File: config.mk
export PLATFORM = sky130hd
export DESIGN_NAME = br_elastic_buf
export DESIGN_NICKNAME = d
export VERILOG_FILES = /design/src/rtl/br_pkg.sv /design/src/rtl/br_ptr_ctr.sv /design/src/rtl/br_elastic_buf.sv
export SDC_FILE = /design/constraint.sdc
export NUM_CORES = 1
export LEC_CHECK = 0
export ABC_AREA = 1
export BUFFER_PORTS_ARGS = -buffer_cell sky130_fd_sc_hd__buf_2
export CAP_MARGIN = 30
export CORE_UTILIZATION = 35
export DETAILED_ROUTE_END_ITERATION = 12
export MAX_ROUTING_LAYER = met4
export SLEW_MARGIN = 20
export SYNTH_ARGS = -nofsm -noshare
export SYNTH_HDL_FRONTEND = slang
export SYNTH_SLANG_ARGS = --single-unit
export TNS_END_PERCENT = 5
File: constraint.sdc
create_clock -name clk -period 8 [get_ports clk]
set_input_delay 0.8 -clock clk [delete_from_list [all_inputs] [get_ports clk]]
set_output_delay 0.8 -clock clk [all_outputs]
set_load 0.01 [all_outputs]
File: src/rtl/br_pkg.sv
// Shared definitions for the buffer-register family: default widths and a
// constant-evaluable ceil(log2) used to size pointers and occupancy counters.
package br_pkg;

    localparam int BR_DATA_WIDTH = 32;

    // Smallest r with 2**r >= value; returns 0 for value <= 1.
    function automatic int clog2(input int value);
        int r;
        r = 0;
        while ((1 << r) < value) begin
            r = r + 1;
        end
        return r;
    endfunction

endpackage

File: src/rtl/br_ptr_ctr.sv
// Circular index counter for a DEPTH-entry buffer. Wraps by explicit compare so
// DEPTH need not be a power of two; clr returns the index to entry 0.
module br_ptr_ctr
    import br_pkg::*;
#(
    parameter int DEPTH = 4,
    localparam int PTR_W = (clog2(DEPTH) < 1) ? 1 : clog2(DEPTH)
) (
    input  logic             clk,
    input  logic             rst,
    input  logic             clr,
    input  logic             inc,
    output logic [PTR_W-1:0] ptr
);

    localparam logic [PTR_W-1:0] LAST = PTR_W'(DEPTH - 1);

    logic [PTR_W-1:0] r_ptr;

    // Index register: clear wins over increment, last entry wraps to 0.
    always_ff @(posedge clk or posedge rst) begin
        if (rst) begin
            r_ptr <= '0;
        end else if (clr) begin
            r_ptr <= '0;
        end else if (inc) begin
            r_ptr <= (r_ptr == LAST) ? '0 : r_ptr + PTR_W'(1);
        end
    end

    assign ptr = r_ptr;

endmodule

File: src/rtl/br_elastic_buf.sv
// DEPTH-entry FIFO elastic buffer with valid/ready on both sides, synchronous
// flush and an occupancy count. All outputs decode from registered state only.
module br_elastic_buf
    import br_pkg::*;
#(
    parameter int DATA_WIDTH = BR_DATA_WIDTH,
    parameter int DEPTH = 4,
    localparam int CNT_W = clog2(DEPTH + 1)
) (
    input  logic                  clk,
    input  logic                  rst,
    input  logic                  flush,
    input  logic                  in_valid,
    output logic                  in_ready,
    input  logic [DATA_WIDTH-1:0] in_data,
    output logic                  out_valid,
    input  logic                  out_ready,
    output logic [DATA_WIDTH-1:0] out_data,
    output logic [CNT_W-1:0]      count
);

    localparam int PTR_W = (clog2(DEPTH) < 1) ? 1 : clog2(DEPTH);
    localparam logic [CNT_W-1:0] FULL_CNT = CNT_W'(DEPTH);

    logic [DATA_WIDTH-1:0] r_mem [0:DEPTH-1];
    logic [CNT_W-1:0]      r_count;

    logic             w_in_ready;
    logic             w_out_valid;
    logic             w_push;
    logic             w_pop;
    logic [PTR_W-1:0] w_wr_ptr;
    logic [PTR_W-1:0] w_rd_ptr;

    // Handshake decode: flush suppresses both sides so a dropped word never lands in storage.
    always_comb begin
        w_in_ready  = (r_count != FULL_CNT);
        w_out_valid = (r_count != '0);
        w_push      = in_valid & w_in_ready & ~flush;
        w_pop       = w_out_valid & out_ready & ~flush;
    end

    br_ptr_ctr #(
        .DEPTH (DEPTH)
    ) u_wr_ptr (
        .clk (clk),
        .rst (rst),
        .clr (flush),
        .inc (w_push),
        .ptr (w_wr_ptr)
    );

    br_ptr_ctr #(
        .DEPTH (DEPTH)
    ) u_rd_ptr (
        .clk (clk),
        .rst (rst),
        .clr (flush),
        .inc (w_pop),
        .ptr (w_rd_ptr)
    );

    // Storage: cleared on reset so out_data is never X; flush leaves contents alone.
    always_ff @(posedge clk or posedge rst) begin
        if (rst) begin
            for (int i = 0; i < DEPTH; i++) begin
                r_mem[i] <= '0;
            end
        end else if (w_push) begin
            r_mem[w_wr_ptr] <= in_data;
        end
    end

    // Occupancy: moves only when exactly one of push/pop happens.
    always_ff @(posedge clk or posedge rst) begin
        if (rst) begin
            r_count <= '0;
        end else if (flush) begin
            r_count <= '0;
        end else if (w_push && !w_pop) begin
            r_count <= r_count + CNT_W'(1);
        end else if (w_pop && !w_push) begin
            r_count <= r_count - CNT_W'(1);
        end
    end

    assign in_ready  = w_in_ready;
    assign out_valid = w_out_valid;
    assign out_data  = r_mem[w_rd_ptr];
    assign count     = r_count;

endmodule

Word level (Yosys, flattened, before mapping)
Cells that the tools add are included. Widths: inputs -> output; s select.

Memories kept: 0. Input bits: 37. Output and inout port bits: 37. Flip-flop bits (word level): 135. Bits in read-only memories: 0. Latch bits: 0. Memory bits (writable): 0.

$lt $le $gt $ge: 3. Reduce and logical (&&, ||, !) cells: 9. Eq/ne operators: 3. Div/mod/pow operators: 0. Multipliers: 0. Shift-type cells: 0. Bitwise logic cells: 7. Mux-type cells: 15. Add/subtract/negate cells: 4.

Operators with widths (number): $bwmux 128 (1); $mux 32 (3); $bmux 32 s2 (1); $demux 32 s2 (1); $mux 2 (6); $mux 3 (3); $ge 3x3->1 const B (2); $not 2->3 (2); $reduce_bool 3->1 (2); $add 2x1->2 const B (2); $and 1x1->1 (4); $eq 2x2->1 const B (2); $reduce_bool 2->1 (2); $add 3x1->3 const B (1); $logic_and 1x1->1 (3); $lt 3x1->1 const B (1); $ne 3x3->1 const B (1); $sub 3x1->3 const B (1); $logic_not 1->1 (2); $not 1->1 (1).

Depth between registers and ports, before layout
Gate-level depths: netlist (run 1).

Depth after elaboration: 8. Depth in mapped cells: 11.

Modules after synthesis
Synthesis (run 1) repeated with hierarchy kept, for this count alone.

Cell total of the unflattened synthesis: 723. Area total of the unflattened synthesis: 6075.8 um^2.

By module, submodules not included: br_elastic_buf (sequential area each 3278.1 um^2, cells an instance 697, area an instance 5868.1 um^2, instances 1); br_ptr_ctr (sequential area each 50.0 um^2, cells an instance 13, area an instance 103.8 um^2, instances 2).

Least setup slack after synthesis (run 1)
Ideal clock, no wire load.

Path kind: flip-flop to output port. Start point: register u_rd_ptr.r_ptr[0] (netlist: u_rd_ptr.ptr[0]). End point: output out_data[0]. Buffers on the path: 2. Path slack: 6.016 ns. Data arrival time: 1.184 ns. Cell stages (with the launch flop): 6. Required time: 7.200 ns. Cells stage by stage: dfrtp_1 > inv_1 > buf_2 > clkbuf_1 > nor2_1 > o22ai_1.

Longest elaborated chain between the ends: 4.

Ends and longest elaborated chain: from (decl) (line br_ptr_ctr.sv:18) `logic [PTR_W-1:0] r_ptr;`; from (signal assigned) (line br_ptr_ctr.sv:27) `r_ptr <= (r_ptr == LAST) ? '0 : r_ptr + PTR_W'(1);`; $not 2->3 (implied by the code) (line br_elastic_buf.sv:89) `assign out_data = r_mem[w_rd_ptr];`; $bmux 32 s2 (line br_elastic_buf.sv:89); $mux 32 (implied by the code) (2 in series) (line br_elastic_buf.sv:89); to (decl) (line br_elastic_buf.sv:18) `output logic [DATA_WIDTH-1:0] out_data,`.

Every way passes these cells. The select of a mux whose other input is x is not followed.

Worst setup path after layout (run 1)
Start point: register u_rd_ptr.r_ptr[0] (netlist: u_rd_ptr.ptr[0]). End point: output out_data[11].

Same word-level chain as after synthesis.

==> impl_metrics.yaml, run 1 <==
grt:
  grt_pass1_vias: 4563
  pin_count_of_the_biggest_net_entering_global_routing: 67
  gr-usage-all-layers_pct: 17.33
  antenna_found_initial: 0
  grt_pass1_wl_mm: 23.70
  grt_overflow_total: 0
clock_tree:
  cts_tree: "built"
  cts_repair_resize_count: 0
  cts_buffers: 17
  clk_path_buf_depth: 2
  cts_max_level: 4
  postCtsSetupBuffers: 0
  cts-hold-fix-buffers: 0
  ctsRootBufferMaster: "clkbuf_16"
  clk_transition_reported_paths_ns: 0.06
  clock_sinks: 135
  clock_latency_ns: 0.42
setup_path:
  arrival_ns: 2.02
  path_buf_inv: 3
  critPathCaptureType: "primary output"
  crit_family: "buffers and inverters"
  critical_path_peak_fanout: 34
  worst_endpoint_required_time_ns: 7.20
  cp_slowest_stage_delay_ns: 0.42
  setup.worst_path.class: "flop to primary output"
  cp_cell_sequence: "inv_2, buf_12, o21ai_0, o22ai_1, buf_2"
  start_kind: "flop"
  critical_path_slowest_stage_cell: "inv_2"
synthesis:
  post_synthesis_instance_area_sq_um: 6307
  post_synth_inst_count: 686
  syn_nets: 729
  synthesis.yosys.warnings: 0
  synth_top_flop_cell: "dfrtp_1"
  synth-async-reset-ratio_pct: 100.0
  syn_area_per_cell_sq_um: 9.194
  cell_variety_after_synth: 22
  register_area_share_after_synthesis_pct: 53.56
  synth-edff-count: 0
  synth.ff_latch_count: 135
finish:
  fin_util_pct: 41.84
  mostFrequentLayoutCell: "nand2_1"
  finalInstanceArea_sq_um: 7312
  fraction_of_final_layout_cells_sized_beyond_drive_strength_1_pct: 22.47
  num-nets-final: 783
  layout.cells.most_common_list: "nand2_1 (146), dfrtp_1 (134), o21ai_1 (80)"
  layout-area-overhead-vs-synth_pct: 15.93
  n_antenna_cell: 0
  post_layout_nonfiller_instances: 977
  fillCellCount: 1749
sta:
  finalHoldWorstSlack_ns: 0.3890
  final.period_utilization_pct: 35.28
  final_hold_viol_count: 0
  fin_skew_ns: 0.008240
  period_minus_slack_ns: 2.823
  clock.fmax_mhz: 354.3
  final-max-slew-violation-count: 0
  rsz0062_at_grt: "no"
  final-setup-viol-count: 0
  postLayoutSetupSlackWorst_ns: 5.177
  total_negative_slack_ns: 0
  worstMarginPinSlew_ns: 0.7693
  timing.max_slew.rel_slack_pct: 48.71
status:
  run_status: "complete, no violations"
drt:
  initial_drc_count: 336
  via_per_inst: 4.801
  drt_wl_total_mm: 14.19
  vias: 4691
  drt.antenna.violating_nets: 0
  drt_first_pass_iters: 4
  remaining_drc_errors: 0
  routed_wire_length_per_instance_um: 14.52
power:
  vdd_drop_max_mv: 0.2096
  switching_share_pct: 34.66
  clock_power_share_pct: 28.6
  power.internal_mw: 1.886
  fraction_of_power_consumed_by_combinational_cells_pct: 32.7
  report.power.total_mw: 2.886
  power_density_nw_per_um2: 394.7
  seq_power_share_pct: 38.7
  switchingPower_mw: 1.000
  leakage_power_summed_over_all_cells_nw: 3.568
placement:
  dpl_cell_area_sq_um: 6685
  detailed_place_hpwl_mm: 8.218
  pre_cts_ws_ns: 5.624
  routabilityCongestion: 0.6963
  port-buffer-count: 73
  placed_cells_incl_taps: 946
die:
  top_level_ports: 74
  dieHeight_um: 136.2
  coreArea_sq_um: 17480
  row_count: 48
  design.die.area_sq_um: 18560
  initial_core_util_pct: 36.09
  die-width_um: 136.2
worst_hold_path:
  hold_path.class: "input pin to async pin"
job:
  max-cap-violations: 0
[state kept, by name (all words and copies together) (netlist names)]
register / flops
count: 3
r_mem: 128
u_rd_ptr.ptr: 2
u_wr_ptr.ptr: 2
[final timing paths]
path | start | end | slack [ns] | cells past startpoint
max in group asynchronous | rst | r_mem[47] | 6.48 | 3
hold reg to reg | r_mem[69] | r_mem[69] | 0.47 | 2
hold / removal | rst | count[0] | 0.39 | 2
min in group clk | r_mem[69] | r_mem[69] | 0.47 | 2
setup reg to reg | count[2] | count[2] | 6.13 | 11
setup / recovery | u_rd_ptr.ptr[0] | out_data[11] | 5.18 | 5
[cell usage after synthesis, types with 5 or more instances]
cell | number | area, sq um
o21ai_0 | 68 | 340.3
nand2_1 | 146 | 548.0
nor2_1 | 69 | 259.0
inv_1 | 43 | 161.4
clkbuf_1 | 16 | 60.06
o21ai_2 | 48 | 420.4
buf_6 | 24 | 270.3
ha_1 | 5 | 62.56
dfrtp_1 | 135 | 3378
o22ai_1 | 32 | 200.2
o21ai_1 | 80 | 400.4
[power by group through the flow]
stage               clock, mW  sequential [mW]  combinational (mW)
detailed placement          0             1.12               0.961
finish                  0.825             1.12               0.945
floorplan                   0             1.09               0.703
global route            0.867             1.15                1.09
CTS                     0.841             1.12               0.964
global placement            0             1.12               0.937
[layout make-up]
| cell class | instances | area (sq um) | area share [%] |
|---|---|---|---|
| multi-input cells | 463 | 2406 | 32.91 |
| clock buffers | 24 | 511.7 | 6.999 |
| inverters | 44 | 175.2 | 2.396 |
| flip-flops and latches | 135 | 3379 | 46.22 |
| clock inverters | 7 | 115.1 | 1.574 |
| well taps | 225 | 281.5 | 3.850 |
| repair buffers | 79 | 442.9 | 6.057 |
[worst register-to-register path: stages (launching register included)]
cell,delay (ns)
dfrtp_1,0.49
inv_1,0.07
nand2_1,0.08
nand2_1,0.09
nand3_1,0.19
inv_1,0.08
fa_1,0.38
xor2_1,0.17
nand2_1,0.07
nand2_1,0.05
nand2_1,0.06
nand2_1,0.05
[logic make-up (layout without fill, tap and decap cells)]
family          after synthesis  count (layout)  synth area share, %
compound gates              229             229                21.66
xor+xnor                      1               1               0.1389
fa+ha+maj                     6               6                1.309
buf+inv                      88             154                8.292
flops                       135             135                53.56
simple gates                227             227                15.04
[per-layer routing]
metal	vias up	track usage [%]	share of wire (%)
met1	2200	22.62	49
li1	2388	-	-
met4	0	6.667	1.3
met2	90	26.06	45
met5	-	-	0
met3	13	3.952	4.4
Note: power is estimated with default switching activity, not from simulation.
==> run 2, diff against run 1 <==
==> constraint.sdc (replaced) <==
create_clock -name clk -period 2.63 [get_ports clk]
set_input_delay 0.263 -clock clk [delete_from_list [all_inputs] [get_ports clk]]
set_output_delay 0.263 -clock clk [all_outputs]
set_load 0.01 [all_outputs]
==> run 2 against run 1 <==
Compared with the run above: the run now ends with negative hold slack left; clock power grew to 3.0 times the previous value; combinational power increased to 3.1 times the previous value; core utilization is 0.057 points lower; via count is 0.38% higher; sequential cell count is the same; critical path type unchanged; largest power group unchanged.
==> impl_metrics.yaml, run 2 (synthesis gave the netlist of run 1 again) <==
setup_path:
  timing.rr.start: "count[2]"
  cp_cell_sequence: "buf_4, o21ai_0, o22ai_1, buf_2"
  critical_path_slowest_stage_cell: "buf_4"
  start_kind: "flop"
  worstSetupStartpoint: "u_rd_ptr.ptr[0]"
  critPathCaptureType: "primary output"
  cp_slowest_stage_delay_ns: 0.55
  critical_path_peak_fanout: 66
  setup.worst_path.class: "flop to primary output"
  arrival_ns: 1.94
  worst_endpoint_required_time_ns: 2.37
sta:
  finalHoldWorstSlack_ns: -0.01579
  postLayoutSetupSlackWorst_ns: 0.4257
  rsz0062_at_grt: "no"
  final_hold_viol_count: 2
  clock.fmax_mhz: 453.7
  total_negative_slack_ns: 0
  final.period_utilization_pct: 83.81
  period_minus_slack_ns: 2.204
  fin_skew_ns: 0.005630
  worstMarginPinSlew_ns: 0.7780
  final-max-slew-violation-count: 0
  final-setup-viol-count: 0
  timing.max_slew.rel_slack_pct: 48.13
drt:
  vias: 4709
  drt_first_pass_iters: 4
  initial_drc_count: 355
  drt-met1-wl_mm: 6.856
  dr_wl_met3_um: 643
  routed_wire_length_per_instance_um: 14.46
  drt.antenna.violating_nets: 0
  drt_wl_total_mm: 14.16
  topRoutingLayerUsed: "met4"
  wl_met2_mm: 6.502
  remaining_drc_errors: 0
  via_per_inst: 4.810
finish:
  finalInstanceArea_sq_um: 7302
  largest_register_ff_count: 128
  layout-area-overhead-vs-synth_pct: 15.77
  fraction_of_final_layout_cells_sized_beyond_drive_strength_1_pct: 22.81
  post_layout_nonfiller_instances: 979
  n_antenna_cell: 0
  layout.cells.most_common_list: "nand2_1 (146), dfrtp_1 (134), o21ai_1 (80)"
  fin_util_pct: 41.78
  num-nets-final: 784
  largest-register: "r_mem"
  mostFrequentLayoutCell: "nand2_1"
placement:
  pre_cts_ws_ns: 0.7814
  detailed_place_hpwl_mm: 8.020
  routabilityCongestion: 0.7516
  dpl_cell_area_sq_um: 6686
  port-buffer-count: 73
  placed_cells_incl_taps: 947
power:
  power_density_nw_per_um2: 1197
  leakage_power_summed_over_all_cells_nw: 3.555
  vdd_drop_max_mv: 0.5407
  report.power.total_mw: 8.740
worst_hold_path:
  hold_path.class: "input pin to async pin"
grt:
  grt_overflow_total: 0
  gr-usage-all-layers_pct: 17.22
  antenna_found_initial: 0
  pin_count_of_the_biggest_net_entering_global_routing: 136
  grt_pass1_vias: 4667
  grt_pass1_wl_mm: 23.73
clock_tree:
  cts_buffers: 17
  postCtsSetupBuffers: 0
  cts-hold-fix-buffers: 0
  clock_latency_ns: 0.42
  cts_repair_resize_count: 0
  cts_max_level: 4
  clk_path_buf_depth: 2
  clock_sinks: 135
  cts_tree: "built"
  clk_transition_reported_paths_ns: 0.06
  ctsRootBufferMaster: "clkbuf_16"
die:
  design.die.area_sq_um: 18560
  row_count: 48
  die-width_um: 136.2
  initial_core_util_pct: 36.09
  dieHeight_um: 136.2
  top_level_ports: 74
  coreArea_sq_um: 17480
status:
  failed_checks: "negative hold slack"
  run_status: "complete, but fails checks"
job:
  max-cap-violations: 0
==> run 2: cell types whose count changed in the layout (fill, tap and decap cells not counted), sizes merged <==
cell      change
buf           +1
clkbuf        -4
clkinv        +2
clkinvlp      +3
==> run 2: path summary, 6_finish.rpt <==
path                       slack, ns              end  cells after the start
setup / recovery                0.43     out_data[21]                      4
hold / removal                 -0.02         count[1]                      3
setup reg to reg                0.75         count[2]                     11
hold reg to reg                 0.47        r_mem[44]                      2
max in group asynchronous       1.97  u_rd_ptr.ptr[0]                      3
min in group clk                0.14         r_mem[7]                      3
==> run 2: power breakdown <==
group / leakage (nW) / switching (mW) / internal [mW]
Combinational: 1.51 / 1.72 / 1.17
Sequential: 1.75 / 0.458 / 2.94
Clock: 0.294 / 0.898 / 1.56
Total: 3.56 / 3.07 / 5.67
==> run 2: critical path, delay by kind of cell, from the launching register on <==
family                 cells  cell delay (ns)
AOI/OAI and AO/OA          2             0.42
buffers and inverters      2             0.73
DFF                        1             0.36
==> run 2: cell type report <==
cell class                      instances  area [sq um]
Multi-Input combinational cell        463          2406
Sequential cell                       135          3379
Fill cell                            1760         10170
Clock inverter                         12         148.9
Timing Repair Buffer                   80         442.9
Inverter                               44         176.4
Clock buffer                           20         466.7
Tap cell                              225         281.5
==> run 2: layer usage <==
layer / vias up / GRT usage, %
met3: 17 / 4.773
li1: 2398 / -
met1: 2200 / 22.61
met2: 94 / 25.97
met5: - / -
met4: 0 / 4.753
